--- src/rtl/qs_partition_engine_if.sv ---
// Bundle of the sort-controller handshake and the single-port data RAM bus
// seen by the partition engine.
interface qs_partition_engine_if #(
  parameter int unsigned DATA_W = 32,
  parameter int unsigned ADDR_W = 32
);
  logic              init_p;
  logic [ADDR_W-1:0] ret1;
  logic [ADDR_W-1:0] ret2;
  logic              complete;
  logic [ADDR_W-1:0] loc;
  logic [ADDR_W-1:0] mem_addr;
  logic              mem_we;
  logic [DATA_W-1:0] mem_wdata;
  logic [DATA_W-1:0] mem_rdata;

  // Environment side: controller plus RAM.
  modport master (
    output init_p, ret1, ret2, mem_rdata,
    input  complete, loc, mem_addr, mem_we, mem_wdata
  );

  modport slave (
    input  init_p, ret1, ret2, mem_rdata,
    output complete, loc, mem_addr, mem_we, mem_wdata
  );
endinterface

--- src/rtl/qs_partition_engine.sv ---
// In-place Lomuto partition of A[ret1..ret2] around pivot A[ret2] over a
// single-port synchronous RAM; returns the pivot's final index on loc.
module qs_partition_engine #(
  parameter int unsigned DATA_W = 32,
  parameter int unsigned ADDR_W = 32
) (
  input logic                  clk,
  input logic                  rst_n,
  qs_partition_engine_if.slave bus
);

  typedef enum logic [3:0] {
    StIdle, StPiv, StCmp, StSw1, StSw2, StNxt, StFrd, StFw1, StFw2, StDone
  } state_e;

  state_e            state_q, state_d;
  logic [ADDR_W-1:0] hi_q, hi_d;
  logic [ADDR_W-1:0] s_q, s_d;
  logic [ADDR_W-1:0] j_q, j_d;
  logic [ADDR_W-1:0] loc_q, loc_d;
  logic [DATA_W-1:0] pivot_q, pivot_d;
  logic [DATA_W-1:0] tmp_q, tmp_d;
  logic [DATA_W-1:0] tmp2_q, tmp2_d;

  localparam logic [ADDR_W-1:0] One = ADDR_W'(1);

  always_ff @(posedge clk or negedge rst_n) begin
    if (!rst_n) begin
      state_q <= StIdle;
      hi_q    <= '0;
      s_q     <= '0;
      j_q     <= '0;
      loc_q   <= '0;
      pivot_q <= '0;
      tmp_q   <= '0;
      tmp2_q  <= '0;
    end else begin
      state_q <= state_d;
      hi_q    <= hi_d;
      s_q     <= s_d;
      j_q     <= j_d;
      loc_q   <= loc_d;
      pivot_q <= pivot_d;
      tmp_q   <= tmp_d;
      tmp2_q  <= tmp2_d;
    end
  end

  // Read addresses are driven combinationally so mem_rdata is valid in the
  // very next state.
  always_comb begin
    state_d       = state_q;
    hi_d          = hi_q;
    s_d           = s_q;
    j_d           = j_q;
    loc_d         = loc_q;
    pivot_d       = pivot_q;
    tmp_d         = tmp_q;
    tmp2_d        = tmp2_q;
    bus.mem_addr  = '0;
    bus.mem_we    = 1'b0;
    bus.mem_wdata = '0;

    unique case (state_q)
      StIdle: begin
        if (bus.init_p) begin
          hi_d = bus.ret2;
          s_d  = bus.ret1;
          j_d  = bus.ret1;
          if (bus.ret1 >= bus.ret2) begin
            loc_d   = bus.ret1;
            state_d = StDone;
          end else begin
            bus.mem_addr = bus.ret2;
            state_d      = StPiv;
          end
        end
      end
      StPiv: begin
        pivot_d = bus.mem_rdata;
        if (j_q == hi_q) begin
          state_d = StFrd;
        end else begin
          bus.mem_addr = j_q;
          state_d      = StCmp;
        end
      end
      StCmp: begin
        tmp_d = bus.mem_rdata;
        if (bus.mem_rdata < pivot_q) begin
          if (s_q != j_q) begin
            bus.mem_addr = s_q;
            state_d      = StSw1;
          end else begin
            s_d     = s_q + One;
            j_d     = j_q + One;
            state_d = StNxt;
          end
        end else begin
          j_d     = j_q + One;
          state_d = StNxt;
        end
      end
      StSw1: begin
        bus.mem_we    = 1'b1;
        bus.mem_addr  = s_q;
        bus.mem_wdata = tmp_q;
        tmp2_d        = bus.mem_rdata;
        state_d       = StSw2;
      end
      StSw2: begin
        bus.mem_we    = 1'b1;
        bus.mem_addr  = j_q;
        bus.mem_wdata = tmp2_q;
        s_d           = s_q + One;
        j_d           = j_q + One;
        state_d       = StNxt;
      end
      StNxt: begin
        if (j_q == hi_q) begin
          state_d = StFrd;
        end else begin
          bus.mem_addr = j_q;
          state_d      = StCmp;
        end
      end
      StFrd: begin
        bus.mem_addr = s_q;
        state_d      = StFw1;
      end
      StFw1: begin
        bus.mem_we    = 1'b1;
        bus.mem_addr  = hi_q;
        bus.mem_wdata = bus.mem_rdata;
        state_d       = StFw2;
      end
      StFw2: begin
        bus.mem_we    = 1'b1;
        bus.mem_addr  = s_q;
        bus.mem_wdata = pivot_q;
        loc_d         = s_q;
        state_d       = StDone;
      end
      StDone: begin
        if (!bus.init_p) state_d = StIdle;
      end
      default: state_d = StIdle;
    endcase
  end

  assign bus.complete = (state_q == StDone);
  assign bus.loc      = loc_q;

endmodule
--- src/flat_wrapper.sv ---
// flat-port wrapper written by rule: the top's interface ports become plain ports
module qs_partition_engine_flat 
#(
  parameter int unsigned DATA_W = 32,
  parameter int unsigned ADDR_W = 32
)
  (clk, rst_n, bus_init_p, bus_ret1, bus_ret2, bus_mem_rdata, bus_complete, bus_loc, bus_mem_addr, bus_mem_we, bus_mem_wdata);
  qs_partition_engine_if #(.DATA_W(DATA_W), .ADDR_W(ADDR_W)) bus_i ();
  input logic clk;
  input logic rst_n;
  input wire logic [$bits(bus_i.init_p)-1:0] bus_init_p;
  input wire logic [$bits(bus_i.ret1)-1:0] bus_ret1;
  input wire logic [$bits(bus_i.ret2)-1:0] bus_ret2;
  input wire logic [$bits(bus_i.mem_rdata)-1:0] bus_mem_rdata;
  output wire logic [$bits(bus_i.complete)-1:0] bus_complete;
  output wire logic [$bits(bus_i.loc)-1:0] bus_loc;
  output wire logic [$bits(bus_i.mem_addr)-1:0] bus_mem_addr;
  output wire logic [$bits(bus_i.mem_we)-1:0] bus_mem_we;
  output wire logic [$bits(bus_i.mem_wdata)-1:0] bus_mem_wdata;
  assign bus_i.init_p = bus_init_p;
  assign bus_i.ret1 = bus_ret1;
  assign bus_i.ret2 = bus_ret2;
  assign bus_i.mem_rdata = bus_mem_rdata;
  assign bus_complete = bus_i.complete;
  assign bus_loc = bus_i.loc;
  assign bus_mem_addr = bus_i.mem_addr;
  assign bus_mem_we = bus_i.mem_we;
  assign bus_mem_wdata = bus_i.mem_wdata;
  qs_partition_engine #(.DATA_W(DATA_W), .ADDR_W(ADDR_W)) u_core (.clk(clk), .rst_n(rst_n), .bus(bus_i));
endmodule
--- config.mk ---
export PLATFORM = sky130hd
export DESIGN_NAME = qs_partition_engine_flat
export DESIGN_NICKNAME = d
export VERILOG_FILES = /design/src/rtl/qs_partition_engine_if.sv /design/src/rtl/qs_partition_engine.sv /design/src/flat_wrapper.sv
export SDC_FILE = /design/constraint.sdc
export NUM_CORES = 1
export LEC_CHECK = 0
export ABC_AREA = 1
export ABC_CLOCK_PERIOD_IN_PS = 3500
export CAP_MARGIN = 30
export CORE_MARGIN = 4
export CORE_UTILIZATION = 60
export DETAILED_ROUTE_END_ITERATION = 10
export PLACE_DENSITY = 0.85
export SLEW_MARGIN = 40
export SYNTH_ARGS = -nofsm -noshare
export SYNTH_HDL_FRONTEND = slang
export SYNTH_SLANG_ARGS = --single-unit
--- constraint.sdc ---
create_clock -name clk -period 3.5 [get_ports clk]
set_clock_uncertainty 0.1 [all_clocks]
set_input_delay 0.525 -clock clk [delete_from_list [all_inputs] [get_ports clk]]
set_output_delay 0.525 -clock clk [all_outputs]
set_load 0.005 [all_outputs]
Yosys cells after proc, flatten, opt, wreduce, memory -nomap -nowiden
Index checks and enable logic that the tools add are counted.
W data, S select, Z words.
{ "word_totals": {"ff_bits": 228, "inputBits": 99, "out_inout_bits": 98, "elab_cells": 65} }
{ "op_classes": {"n_eq_ne": 17, "n_reduce_logical": 11, "mux": 25, "n_addsub": 2, "n_lt_le_gt_ge": 2} }
{ "op_table": {"columns": ["cell", "count"], "rows": [
  ["$mux W32", 12],
  ["$pmux W32 S3", 2],
  ["$pmux W32 S6", 1],
  ["$pmux W32 S4", 1],
  ["$add A32 B1 Y32 const B", 2],
  ["$pmux W32 S2", 1],
  ["$pmux W4 S9", 1],
  ["$eq A32 B32 Y1", 1],
  ["$ge A32 B32 Y1", 1],
  ["$lt A32 B32 Y1", 1],
  ["$ne A32 B32 Y1", 1],
  ["$eq A4 B3 Y1 const B", 4],
  ["$mux W4", 3],
  ["$mux W3", 3],
  ["$eq A4 B2 Y1 const B", 2],
  ["$eq A4 B4 Y1 const B", 2],
  ["$ne A2 B2 Y1 const B", 3],
  ["$reduce_and A3 Y1", 2],
  ["$eq A4 B1 Y1 const B", 1],
  ["$logic_not A4 Y1", 1],
  ["$ne A2 B1 Y1 const B", 2],
  ["$reduce_and A2 Y1", 2],
  ["$reduce_and A4 Y1", 1],
  ["$reduce_or A4 Y1", 1],
  ["other kinds (6)", 6]
]} }

Depth between registers and ports, before layout
{ "logic_depth": {"depth_word": 4, "depth_mapped": 18, "mapped_depth_nobuf": 17} }

Least setup slack after synthesis
Ideal clock, no wire load.
{ "synth_path": {"path_kind": "input to output", "from": "in bus_mem_rdata[19]", "to": "out bus_mem_addr[0]", "slack_ps": 948, "path_buffers": 1, "arrival_ps": 1927, "path_stages": 11, "t_required_ps": 2875, "path_cell_list": "ha_1 a21oi_1 o21ai_0 nand2_1 a21oi_1 nor2_1 nand2_1 inv_2 clkbuf_1 nand3_1 nand2_1"} }
{ "synth_via": {"elab_chain_len": 3} }
{ "synth_rtl": {"columns": ["item", "line", "source"], "rows": [
  ["start: declaration", "flat_wrapper.sv:14", "input wire logic [$bits(bus_i.mem_rdata)-1:0] bus_mem_rdata;"],
  ["$lt A32 B32 Y1", "qs_partition_engine.sv:90", "if (bus.mem_rdata < pivot_q) begin"],
  ["$mux W32", "qs_partition_engine.sv:90", null],
  ["$pmux W32 S6", "qs_partition_engine.sv:64", "unique case (state_q)"],
  ["end: declaration", "flat_wrapper.sv:17", "output wire logic [$bits(bus_i.mem_addr)-1:0] bus_mem_addr;"]
]} }
Every way passes these cells.

Worst setup path in the final report
{ "layout_path": {"from": "reg u_core.pivot_q[30]", "to": "out bus_mem_addr[27]"} }
{ "layout_via": {"elab_chain_len": 3} }
{ "layout_rtl": {"columns": ["item", "line", "source"], "rows": [
  ["start: declaration", "qs_partition_engine.sv:21", "logic [DATA_W-1:0] pivot_q, pivot_d;"],
  ["start signal: assignment", "qs_partition_engine.sv:43", "pivot_q <= pivot_d;"],
  ["$lt A32 B32 Y1", "qs_partition_engine.sv:90", null],
  ["$mux W32", "qs_partition_engine.sv:90", null],
  ["$pmux W32 S6", "qs_partition_engine.sv:64", null]
]} }
Every way passes these cells.

==> impl_metrics.ini <==
[sta]
drv_slew = 0
relSlewSlack = 0.528
setup_viol = 2
hold_viol = 0
period_needed_ps = 3510
rsz0062_at_grt = true
tns_ps = -9.38
finalCritPeriodShare = 1.00
tightest_slew_ps = 708
max_freq_mhz = 285
fin_ws_ps = -7.04

[floorplan]
coreArea_um2 = 26900
die-area_um2 = 29900
die_y_um = 173
pin_count = 197
fp-row-count = 60
initial_core_util = 0.608
dieWidth_um = 173

[setup_path]
cp.required_ps = 2870
cp-end-kind = output port
arrival_ps = 2880
cp_max_fo = 5
reg2reg_depth = 21
critPathKind = register to output port
worst_setup_path_start_kind = register

[yosys]
async_flop_share = 1.00
ys_warn_count = 0
synthCells = 2455
syn-cell-area_um2 = 16300
syn_nets = 2619
yosysMostFrequentCell = nand2_1
synth_seq_cells = 228
synth_area_leaders = dfrtp_1, nand2_1, nand3_1, o21ai_0, inv_1
synth_flop_cell = dfrtp_1
synth_top_area_frac = 0.349
synth_commonest_cells = nand2_1, inv_1, dfrtp_1
yosysSeqAreaShare = 0.349
synth_edf_count = 0
yosysUniqueCellTypes = 41
yosys.area.top_type = dfrtp_1
avgSynthCellArea_um2 = 6.65

[detailed_routing]
firstDrtPassIters = 6
vias = 19200
detail-route-antenna-nets = 0
wl_per_cell_um = 22.2
drt_iter0_drc = 3047
vias_per_cell = 6.23
wl_um = 68300
drc_errors = 0

[worst_hold_path]
hold_class = primary input to register
hold_depth = 3

[cells_and_area]
syn_to_final_growth_pct = 30.2
multi_input_area_um2 = 9520
regArea_um2 = 5730
nFillCells = 1878
drive_gt1_frac = 0.169
stdcell_count = 3080
fin_nets = 2882

[clock_network]
cts_buffers = 27
clk_latency_ps = 570
cts_root_buf = clkbuf_16
clock-sinks = 228
cts_buffer_depth = 3
path_clk_slew_ps = 70
cts_tree = built
htreeDepth = 1

[pwr]
finalPower_w = 0.0192
power.density_nw_per_um2 = 903
power_frac_clock = 0.148
ir_worst_vdd_uv = 639
p_switching_w = 0.00928
p_leak_nw = 10.6
intPower_w = 0.00993
comb_power_share = 0.578
power.share.sequential = 0.273
p_sw_frac = 0.483

[run_status]
violations = setup timing
status = finished with violations

[placed_design]
gp_congestion = 1.19
place_inst = 2970
io_buffers = 196
place_hpwl_um = 46700

[run]
cap_viol_max_count = 0

[global_route]
grt_antenna_before_repair = 2
grt_pass1_vias = 18300
grt_pass1_wl_um = 102000
grt.total_usage = 0.427
grt_overflow = 0
grt_max_degree = 80
cells in the final DEF (no fill, tap or decap), types with 28 or more instances in the layout:
cell             instances
nor3_1                  28
dfrtp_1                206
dlymetal6s2s_1          28
o2111ai_1               32
ha_1                    46
dlygate4sd2_1           34
a21oi_1                 39
o21ai_0                220
inv_1                  220
nand3_1                186
nor2_1                 158
nand3_2                 40
clkbuf_16               31
xor2_1                  41
clkdlybuf4s50_1         98
a22oi_1                 32
buf_4                  170
nand4_1                 31
nand2_1                829
power by group through the flow:
stage / logic, W / registers, W / clock network [W]
final: 0.0111 / 0.00525 / 0.00285
after global routing: 0.0120 / 0.00535 / 0.00296
after CTS: 0.0101 / 0.00517 / 0.00286
after global placement: 0.00966 / 0.00515 / 0
after detailed placement: 0.00990 / 0.00518 / 0
after floorplan: 0.00634 / 0.00454 / 0
cells by family after synthesis:
logic type	synth area share
compound gates	0.123
xor+xnor	0.0263
fa+ha+maj	0.0498
buf+inv	0.109
flops	0.349
simple gates	0.342
final timing paths:
check | startpoint | to | slack (ps)
max reg2reg | u_core.pivot_q[30] | u_core.s_q[13] | 90
min | bus_ret2[21] | u_core.hi_q[21] | 180
max | u_core.pivot_q[30] | bus_mem_addr[27] | -7
min reg2reg | u_core.tmp_q[2] | u_core.tmp_q[2] | 380
max in group asynchronous | rst_n | u_core.j_q[10] | 1980
min in group asynchronous | rst_n | u_core.hi_q[9] | 450
cell type report:
class                           count  share of cell area
Antenna cell                        1            0.000118
Clock buffer                       33              0.0338
Clock inverter                     16             0.00735
Inverter                          250              0.0444
Multi-Input combinational cell   1809               0.448
Sequential cell                   228               0.270
Tap cell                          341              0.0201
Timing Repair Buffer              402               0.177
state kept, by name, indices dropped and copies added, names as in the netlist:
signal	cells
u_core.pivot_q	32
u_core.tmp_q	32
u_core.s_q	32
u_core.state_q	4
u_core.tmp2_q	32
u_core.j_q	32
u_core.hi_q	32
u_core.bus.loc	32
metrics by stage:
step           hold WS [ps]   util  instance area (um2)  worst slack [ps]
2_1_floorplan           129      -                16300               948
3_3_place_gp            367  0.714                19200              -379
3_5_place_dp            373  0.714                19200              -485
4_1_cts                 260  0.767                20600              -195
5_1_grt                 206  0.791                21300             -57.8
6_report                180  0.791                21300             -7.04
worst max-delay path, stage by stage, from the launching register on:
cell and delay (ps):
dfrtp_1 390, inv_2 70, ha_4 280, nand2_4 60, nor2_4 120, nand4_1 210
nor4_2 260, nand2_1 140, nand2_2 120, clkinv_4 140, buf_12 170, buf_6 120
nand3_4 60, nand2_2 50, buf_6 110
metal layers:
layer | share of wire | vias to the layer above | global-route usage
li1 | - | 8436 | -
met1 | 0.35 | 8820 | 0.511
met2 | 0.43 | 1507 | 0.670
met3 | 0.11 | 432 | 0.0960
met4 | 0.11 | 4 | 0.328
met5 | 0.00034 | - | 0
timing repair:
action / in CTS / in global routing
hold buffers: 1 / 0
endpoints found under the setup margin: 50 / 76
setup buffers: 31 / 23
gates cloned: 3 / 6
pin swaps: 40 / 38
gates resized for setup: 216 / 152
hold endpoints to repair: 75 / 0
Note: power is estimated with default switching activity, not from simulation.
